$ cat src/rtl/pic24icsp_pkg.sv
// Shared command codes, field widths and protocol-engine states for the
// PIC24 ICSP target emulator.
package pic24icsp_pkg;

  localparam int unsigned CMD_BITS  = 4;
  localparam int unsigned SIX_BITS  = 24;
  localparam int unsigned VISI_BITS = 16;

  localparam logic [CMD_BITS-1:0] CMD_SIX    = 4'b0000;
  localparam logic [CMD_BITS-1:0] CMD_REGOUT = 4'b0001;

  typedef enum logic [2:0] {
    ST_IDLE,
    ST_CMD,
    ST_SIX_DATA,
    ST_SKIP,
    ST_REG_PAD,
    ST_REG_DATA
  } state_e;

endpackage

$ cat src/rtl/pic24icsp_if.sv
// Consumer-side bundle: decoded SIX word with valid/ready handshake plus
// protocol status flags.
interface pic24icsp_if;
  import pic24icsp_pkg::*;

  logic [SIX_BITS-1:0] instr;
  logic                instr_valid;
  logic                instr_ready;
  logic                overrun;
  logic                cmd_err;

  modport master (
    output instr, instr_valid, overrun, cmd_err,
    input  instr_ready
  );

  modport slave (
    input  instr, instr_valid, overrun, cmd_err,
    output instr_ready
  );

endinterface

$ cat src/rtl/pic24icsp_edge_sync.sv
// Multi-flop synchronizer for an asynchronous input with registered
// rise/fall pulses, each detected one cycle after the last stage changes.
module pic24icsp_edge_sync #(
  parameter int unsigned STAGES  = 2,
  parameter logic        RST_VAL = 1'b0
) (
  input  logic clk,
  input  logic rstn,
  input  logic d,
  output logic level,
  output logic rise,
  output logic fall
);

  logic [STAGES-1:0] sync_q, sync_d;
  logic              prev_q, prev_d;
  logic              rise_q, rise_d;
  logic              fall_q, fall_d;

  always_comb begin
    sync_d = {sync_q[STAGES-2:0], d};
    prev_d = sync_q[STAGES-1];
    rise_d = sync_q[STAGES-1] & ~prev_q;
    fall_d = ~sync_q[STAGES-1] & prev_q;
  end

  always_ff @(posedge clk or negedge rstn) begin
    if (!rstn) begin
      sync_q <= {STAGES{RST_VAL}};
      prev_q <= RST_VAL;
      rise_q <= 1'b0;
      fall_q <= 1'b0;
    end else begin
      sync_q <= sync_d;
      prev_q <= prev_d;
      rise_q <= rise_d;
      fall_q <= fall_d;
    end
  end

  assign level = sync_q[STAGES-1];
  assign rise  = rise_q;
  assign fall  = fall_q;

endmodule

$ cat src/rtl/pic24icsp_target.sv
// PIC24 ICSP target: decodes 4-bit commands from PGC/PGD, delivers SIX words
// over a valid/ready handshake and shifts VISI back out on REGOUT.
module pic24icsp_target
  import pic24icsp_pkg::*;
#(
  parameter int unsigned SYNC_STAGES = 2,
  parameter int unsigned PAD_BITS    = 8
) (
  input  logic                 clk,
  input  logic                 rstn,
  input  logic                 PGC,
  input  logic                 PGD_in,
  output logic                 PGD_out,
  output logic                 PGD_oe,
  input  logic                 MCLRn,
  input  logic [VISI_BITS-1:0] visi,
  pic24icsp_if.master          cons
);

  localparam logic [4:0] CMD_LAST  = 5'(CMD_BITS - 1);
  localparam logic [4:0] SIX_LAST  = 5'(SIX_BITS - 1);
  localparam logic [4:0] VISI_LAST = 5'(VISI_BITS - 1);
  localparam logic [4:0] PAD_LAST  = 5'(PAD_BITS - 1);

  logic pgc_lvl_unused, pgc_rise, pgc_fall;
  logic pgd_lvl, pgd_rise_unused, pgd_fall_unused;
  logic mclr_lvl, mclr_rise, mclr_fall_unused;

  pic24icsp_edge_sync #(.STAGES(SYNC_STAGES), .RST_VAL(1'b0)) u_sync_pgc (
    .clk(clk), .rstn(rstn), .d(PGC),
    .level(pgc_lvl_unused), .rise(pgc_rise), .fall(pgc_fall)
  );

  pic24icsp_edge_sync #(.STAGES(SYNC_STAGES), .RST_VAL(1'b0)) u_sync_pgd (
    .clk(clk), .rstn(rstn), .d(PGD_in),
    .level(pgd_lvl), .rise(pgd_rise_unused), .fall(pgd_fall_unused)
  );

  pic24icsp_edge_sync #(.STAGES(SYNC_STAGES), .RST_VAL(1'b0)) u_sync_mclr (
    .clk(clk), .rstn(rstn), .d(MCLRn),
    .level(mclr_lvl), .rise(mclr_rise), .fall(mclr_fall_unused)
  );

  state_e               state_q, state_d;
  logic [4:0]           cnt_q, cnt_d;
  logic [SIX_BITS-1:0]  rx_q, rx_d;
  logic [VISI_BITS-1:0] tx_q, tx_d;
  logic [SIX_BITS-1:0]  instr_q, instr_d;
  logic                 valid_q, valid_d;
  logic                 overrun_q, overrun_d;
  logic                 cmd_err_q, cmd_err_d;
  logic                 pgd_out_q, pgd_out_d;
  logic                 pgd_oe_q, pgd_oe_d;
  logic [CMD_BITS-1:0]  cmd_word;

  always_comb begin
    state_d   = state_q;
    cnt_d     = cnt_q;
    rx_d      = rx_q;
    tx_d      = tx_q;
    instr_d   = instr_q;
    valid_d   = valid_q;
    overrun_d = overrun_q;
    cmd_err_d = 1'b0;
    pgd_out_d = pgd_out_q;
    pgd_oe_d  = pgd_oe_q;
    cmd_word  = '0;

    if (valid_q && cons.instr_ready) valid_d = 1'b0;

    if (!mclr_lvl) begin
      state_d  = ST_IDLE;
      cnt_d    = '0;
      pgd_oe_d = 1'b0;
    end else begin
      // Bits shift in from the MSB end so LSB-first data lands in place.
      if (pgc_fall) rx_d = {pgd_lvl, rx_q[SIX_BITS-1:1]};
      cmd_word = rx_d[SIX_BITS-1 -: CMD_BITS];

      unique case (state_q)
        ST_IDLE: begin
          if (mclr_rise) begin
            state_d = ST_CMD;
            cnt_d   = '0;
          end
        end
        ST_CMD: begin
          if (pgc_fall) begin
            cnt_d = cnt_q + 5'd1;
            if (cnt_q == CMD_LAST) begin
              cnt_d = '0;
              if (cmd_word == CMD_SIX) begin
                state_d = ST_SIX_DATA;
              end else if (cmd_word == CMD_REGOUT) begin
                state_d = ST_REG_PAD;
                tx_d    = visi;
              end else begin
                state_d   = ST_SKIP;
                cmd_err_d = 1'b1;
              end
            end
          end
        end
        ST_SIX_DATA: begin
          if (pgc_fall) begin
            cnt_d = cnt_q + 5'd1;
            if (cnt_q == SIX_LAST) begin
              state_d = ST_CMD;
              cnt_d   = '0;
              instr_d = rx_d;
              valid_d = 1'b1;
              // A same-cycle consume frees the slot, so only a held word overruns.
              if (valid_q && !cons.instr_ready) overrun_d = 1'b1;
            end
          end
        end
        ST_SKIP: begin
          if (pgc_fall) begin
            cnt_d = cnt_q + 5'd1;
            if (cnt_q == SIX_LAST) begin
              state_d = ST_CMD;
              cnt_d   = '0;
            end
          end
        end
        ST_REG_PAD: begin
          if (pgc_fall) begin
            cnt_d = cnt_q + 5'd1;
            if (cnt_q == PAD_LAST) begin
              state_d = ST_REG_DATA;
              cnt_d   = '0;
            end
          end
        end
        ST_REG_DATA: begin
          if (pgc_rise) begin
            pgd_out_d = tx_q[0];
            tx_d      = tx_q >> 1;
            pgd_oe_d  = 1'b1;
          end
          if (pgc_fall) begin
            cnt_d = cnt_q + 5'd1;
            if (cnt_q == VISI_LAST) begin
              state_d  = ST_CMD;
              cnt_d    = '0;
              pgd_oe_d = 1'b0;
            end
          end
        end
        default: begin
          state_d = ST_IDLE;
          cnt_d   = '0;
        end
      endcase
    end
  end

  always_ff @(posedge clk or negedge rstn) begin
    if (!rstn) begin
      state_q   <= ST_IDLE;
      cnt_q     <= '0;
      rx_q      <= '0;
      tx_q      <= '0;
      instr_q   <= '0;
      valid_q   <= 1'b0;
      overrun_q <= 1'b0;
      cmd_err_q <= 1'b0;
      pgd_out_q <= 1'b0;
      pgd_oe_q  <= 1'b0;
    end else begin
      state_q   <= state_d;
      cnt_q     <= cnt_d;
      rx_q      <= rx_d;
      tx_q      <= tx_d;
      instr_q   <= instr_d;
      valid_q   <= valid_d;
      overrun_q <= overrun_d;
      cmd_err_q <= cmd_err_d;
      pgd_out_q <= pgd_out_d;
      pgd_oe_q  <= pgd_oe_d;
    end
  end

  assign PGD_out          = pgd_out_q;
  assign PGD_oe           = pgd_oe_q;
  assign cons.instr       = instr_q;
  assign cons.instr_valid = valid_q;
  assign cons.overrun     = overrun_q;
  assign cons.cmd_err     = cmd_err_q;

endmodule

$ cat src/flat_wrapper.sv
// flat-port wrapper written by rule: the top's interface ports become plain ports
module pic24icsp_target_flat import pic24icsp_pkg::*;
#(
  parameter int unsigned SYNC_STAGES = 2,
  parameter int unsigned PAD_BITS    = 8
)
  (clk, rstn, PGC, PGD_in, PGD_out, PGD_oe, MCLRn, visi, cons_instr, cons_instr_valid, cons_overrun, cons_cmd_err, cons_instr_ready);
  pic24icsp_if cons_i ();
  input  logic clk;
  input  logic rstn;
  input  logic PGC;
  input  logic PGD_in;
  output logic PGD_out;
  output logic PGD_oe;
  input  logic MCLRn;
  input  logic [VISI_BITS-1:0] visi;
  output wire logic [$bits(cons_i.instr)-1:0] cons_instr;
  output wire logic [$bits(cons_i.instr_valid)-1:0] cons_instr_valid;
  output wire logic [$bits(cons_i.overrun)-1:0] cons_overrun;
  output wire logic [$bits(cons_i.cmd_err)-1:0] cons_cmd_err;
  input wire logic [$bits(cons_i.instr_ready)-1:0] cons_instr_ready;
  assign cons_instr = cons_i.instr;
  assign cons_instr_valid = cons_i.instr_valid;
  assign cons_overrun = cons_i.overrun;
  assign cons_cmd_err = cons_i.cmd_err;
  assign cons_i.instr_ready = cons_instr_ready;
  pic24icsp_target #(.SYNC_STAGES(SYNC_STAGES), .PAD_BITS(PAD_BITS)) u_core (.clk(clk), .rstn(rstn), .PGC(PGC), .PGD_in(PGD_in), .PGD_out(PGD_out), .PGD_oe(PGD_oe), .MCLRn(MCLRn), .visi(visi), .cons(cons_i));
endmodule
$ cat config.mk
export PLATFORM = sky130hd
export DESIGN_NAME = pic24icsp_target_flat
export DESIGN_NICKNAME = d
export VERILOG_FILES = /design/src/rtl/pic24icsp_pkg.sv /design/src/rtl/pic24icsp_if.sv /design/src/rtl/pic24icsp_edge_sync.sv /design/src/rtl/pic24icsp_target.sv /design/src/flat_wrapper.sv
export SDC_FILE = /design/constraint.sdc
export NUM_CORES = 1
export LEC_CHECK = 0
export BUFFER_PORTS_ARGS = -buffer_cell sky130_fd_sc_hd__buf_2
export CAP_MARGIN = 20
export CORE_MARGIN = 3
export CORE_UTILIZATION = 40
export CTS_BUF_LIST = sky130_fd_sc_hd__clkbuf_4 sky130_fd_sc_hd__clkbuf_8
export DETAILED_ROUTE_END_ITERATION = 10
export GPL_ROUTABILITY_DRIVEN = 0
export PLACE_DENSITY_LB_ADDON = 0.3
export SETUP_SLACK_MARGIN = 0.1
export SKIP_CTS_REPAIR_TIMING = 1
export SLEW_MARGIN = 0
export SYNTH_ARGS = -nofsm -noshare
export SYNTH_HDL_FRONTEND = slang
export SYNTH_SLANG_ARGS = --single-unit
$ cat constraint.sdc
create_clock -name clk -period 2.85 [get_ports clk]
set_clock_uncertainty 0.2 [all_clocks]
set_input_delay 0.285 -clock clk [delete_from_list [all_inputs] [get_ports clk]]
set_output_delay 0.285 -clock clk [all_outputs]
set_load 0.02 [all_outputs]
Word-level counts from Yosys, hierarchy flattened. Index checks and enable logic that the tools add are counted.

Output and inout port bits: 29. Bits of input ports: 22. Register bits: 88.

Muxes and demuxes: 48. Eq/ne operators: 25. Reductions and logical operators: 13. $add $sub $neg: 1. Bitwise logic cells: 6.

Operators with widths (number): $mux W16 (5); $mux W5 (10); $mux W24 (2); $mux W3 (12); $pmux W16 S2 (1); $pmux W5 S5 (1); $mux W1 (16); $ne A3 B2 Y1 const B (5); $pmux W3 S5 (1); $ne A3 B3 Y1 const B (4); $reduce_and A5 Y1 (2); $reduce_and A9 Y1 (1); $reduce_and A7 Y1 (1); $eq A3 B2 Y1 const B (2); $eq A3 B3 Y1 const B (2); $ne A2 B1 Y1 const B (3); $ne A2 B2 Y1 const B (3); $add A5 B1 Y5 const B (1); $eq A5 B2 Y1 const B (1); $eq A5 B3 Y1 const B (1); $eq A5 B4 Y1 const B (1); $eq A5 B5 Y1 const B (1); $eq A4 B1 Y1 const B (1); $logic_not A4 Y1 (1); other kinds (10) (15).

Logic depth before layout (Yosys ltp).
Word-level depth: 9. Depth in mapped cells: 8. Mapped depth without buffers: 8.

Cells and area by module. Synthesis repeated with hierarchy kept, for this count alone.

Cell total of the unflattened synthesis: 360. Area, all modules: 4065.1 um^2.

By module, submodules not included: pic24icsp_target (sequential area each 1926.8 um^2, area an instance 3644.7 um^2, times used 1, cells each 339); pic24icsp_edge_sync (sequential area each 125.1 um^2, area an instance 140.1 um^2, times used 3, cells each 7).

Worst setup path before layout. No wires, ideal clock.

Path kind: reg-to-reg. Start point: register u_core.cnt_q[0]. End point: register u_core.cnt_q[3]. Path slack: 0.645 ns. Required time: 2.526 ns. Setup time: 0.124 ns. Path buffers: 0. Stages on the path, launching flop included: 7. Arrival: 1.881 ns. Period minus slack after synthesis: 2.205 ns. Cells stage by stage: dfrtp_1 -> ha_1 -> or4bb_1 -> a32o_2 -> nor3_4 -> and4b_1 -> a211o_1.

Cells in the longest elaborated chain, start to end: 5. Elaborated cells between the ends (all ways): 15.

Ends and longest elaborated chain: start, declared (line pic24icsp_target.sv:45) `logic [4:0] cnt_q, cnt_d;`; start signal, assigned (line pic24icsp_target.sv:172) `cnt_q <= cnt_d;`; $add A5 B1 Y5 (tied with other cells); $mux W5 (on tied branches) (2 in a row); $pmux W5 S5 (*) (line pic24icsp_target.sv:80) `unique case (state_q)`; $mux W5 (*) (line pic24icsp_target.sv:71) `if (!mclr_lvl) begin`.

Mark *: on every way between the ends. The rest lies on a longest branch, timed or not. The select of a mux whose other input is x is not followed. A chain may end at the register's enable or synchronous reset.

Worst setup path after layout. Same ends and word-level chain as after synthesis.

==> impl_metrics.py <==
metrics = {
    "run_status": {
        "outcome": "finished, final reports clean",
    },
    "grt": {
        "antenna_found_initial": 0,
        "grt_max_degree": 51,
        "grt.total_usage_pct": 13.7,
        "grt_pass1_vias": 2594,
        "overflow": 0,
        "grt_first_pass_wirelength_um": 12400,
    },
    "finish": {
        "drive_gt1_share_pct": 25.4,
        "final_core_util_pct": 48.9,
        "layout.cells.non_filler": 530,
        "finalNetCount": 423,
        "multi_input_area_um2": 1600,
        "final_area_um2": 4570,
        "nFillCells": 910,
        "seqCellArea_um2": 2200,
        "n_antenna_cell": 0,
        "syn_to_final_growth_pct": 17.3,
    },
    "synthesis": {
        "synth_top_cell_by_area": "dfrtp_1",
        "synthTopCellsByCount": "88 x dfrtp_1, 52 x nand2_1, 42 x mux2i_1",
        "synth-seq-cells": 88,
        "yosys_warnings": 0,
        "synth.distinct_cells": 41,
        "synth_edf_count": 0,
        "synth.most_common_cell": "dfrtp_1",
        "netlist.area_leader.share_pct": 56.6,
        "synth_cells": 342,
        "yosys-top-cells-area": "dfrtp_1 57%, mux2i_1 11%, mux2_2 6.9%",
        "synth_top_flop_cell": "dfrtp_1",
        "syn-num-nets": 368,
        "synth_area_um2": 3890,
        "seq_area_frac_synth_pct": 56.6,
        "synthArstFlopShare_pct": 100,
        "syn_avg_cell_area_um2": 11.4,
    },
    "routing": {
        "via_per_inst": 5.02,
        "vias": 2659,
        "drc": 0,
        "wl_per_cell_um": 13.6,
        "first_iter_violations": 89,
        "routed_wl_um": 7210,
        "ant_nets": 0,
        "dr.pass1.iters": 4,
    },
    "pwr": {
        "p_leak_nw": 2.16,
        "vdd_ir_drop_max_v": 0.000342,
        "power_mw": 2.66,
        "p_per_area_nw_per_um2": 583,
        "p_sw_mw": 0.727,
        "pwr-share-comb_pct": 13.8,
        "clkPwrFrac_pct": 32.9,
        "seqPwrFrac_pct": 53.3,
        "p_int_mw": 1.93,
        "switching_share_pct": 27.3,
    },
    "die": {
        "die_x_um": 105,
        "core_area_um2": 9330,
        "rows": 35,
        "initial_core_util_pct": 41.7,
        "io_pins": 51,
        "dieArea_um2": 11000,
        "fp.dieH_um": 105,
    },
    "sta": {
        "slew_viol_final": 0,
        "final.setup.tns_ns": 0,
        "finalSetupViolations": 0,
        "hold_viol_final": 0,
        "min_period_ns": 2.35,
        "fmax_ghz": 0.426,
        "worstMarginPinSlew_ns": 0.596,
        "postLayoutSetupSlackWorst_ns": 0.501,
        "slew_headroom_pct": 59.2,
        "grt_setup_unrepaired": "no",
        "timing.hold.ws_ns": 0.0136,
        "period_share_pct": 82.4,
    },
    "clock_tree": {
        "cts_root_buf": "clkbuf_8",
        "clock_path_buffers": 2,
        "htree_levels": 3,
        "cts_sinks": 88,
        "numCtsBuffers": 9,
        "clk_pin_slew_ns": 0.09,
        "cts_tree": "done",
        "insertion_delay_ns": 0.34,
    },
    "setup_path": {
        "startpoint": "u_core.cnt_q[0]",
        "regToRegSetupSlack_ns": 0.50,
        "endpoint_kind": "flop",
        "reg2reg_from": "u_core.cnt_q[0]",
        "endpoint": "u_core.cnt_q[3]",
        "criticalPathCategory": "flop to flop",
        "crit_fanout": 7,
        "cp.arrival_ns": 2.39,
        "worstReg2RegEnd": "u_core.cnt_q[3]",
        "rr_worst_depth": 6,
        "start_kind": "flop",
        "worstPathRequired_ns": 2.89,
    },
    "place": {
        "placed_area_um2": 4310,
        "dp_hpwl_um": 4770,
        "place_ws_ns": 0.499,
        "io_buffers": 50,
        "place_inst": 509,
    },
    "min_path": {
        "hold_path.class": "input pin to flop",
    },
    "job": {
        "timing.max_cap.violations": 0,
    },
}
-- placed cells by master (no fill, tap or decap), types with 2 or more instances in the layout --
master,Yosys,layout
nor2b_1,5,5
clkbuf_8,0,10
a21oi_1,7,7
and4b_1,2,2
nand3b_1,2,2
mux2_2,24,24
o21ai_0,4,4
buf_2,6,49
a22o_1,2,2
inv_1,4,4
clkinvlp_4,0,2
nor2_1,9,9
nand2_1,52,52
ha_1,4,4
mux2i_1,42,42
nand2b_1,2,2
nor3b_1,4,3
o21ai_1,41,41
nand3_1,6,5
buf_4,1,9
dlygate4sd3_1,0,6
nor3_1,4,4
dfrtp_1,88,88
-- worst min path at each step --
stage | slack [ns] | cells past startpoint | startpoint | to
CTS | -0.27 | 1 | rstn | u_core.rx_q[14]
global route | 0.007 | 3 | visi[1] | u_core.tx_q[1]
floorplan | -0.21 | 0 | rstn | u_core.PGD_oe
detailed placement | 0.12 | 1 | rstn | u_core.rx_q[14]
global placement | 0.12 | 1 | rstn | u_core.rx_q[15]
finish | 0.01 | 3 | cons_instr_ready | u_core.cons.instr_valid
-- worst max-delay path: stages (launching register included) --
cell     delay (ns)
dfrtp_1        0.39
ha_1           0.26
or4bb_1        0.50
a32o_2         0.30
nor3_4         0.16
and4b_1        0.22
a211o_1        0.22
-- area by class of cell --
class | instances | share of cell area (%)
repair buffers | 65 | 8.61
multi-input cells | 229 | 34.9
flip-flops and latches | 88 | 48.2
inverters | 4 | 0.329
clock buffers | 11 | 3.18
well taps | 129 | 3.54
clock inverters | 4 | 1.18
-- power by group through the flow --
stage               Combinational [mW]  Clock, mW  Sequential [mW]
floorplan                        0.292          0             1.39
global placement                 0.356          0             1.44
detailed placement               0.365          0             1.44
CTS                              0.366      0.904             1.42
global route                     0.415      0.957             1.43
finish                           0.368      0.875             1.42
-- routing by layer --
layer  GRT usage (%)  part of all wire, %
met1            19.0                   47
met2            21.4                   49
met3            2.53                  2.6
met4            5.06                  1.2
met5               0                    0
-- flip-flops by register name (all words and copies together), names as in the netlist, 2 cells and up --
register,flops
u_core.cons.instr,24
u_core.rx_q,24
u_core.tx_q,16
u_core.cnt_q,5
u_core.state_q,3
u_core.u_sync_mclr.sync_q,2
u_core.u_sync_pgc.sync_q,2
u_core.u_sync_pgd.sync_q,2
-- logic make-up (layout without fill, tap and decap cells) --
kind of cell	Yosys count	in the layout	synth area share, %
and+or+nand+nor	93	93	11.7
DFF	88	88	56.6
muxes	67	67	18.0
AOI/OAI and AO/OA	65	65	9.71
buffers and inverters	25	84	2.70
adders and majority gates	4	4	1.29
No activity file was read; power rests on OpenSTA's default activity.
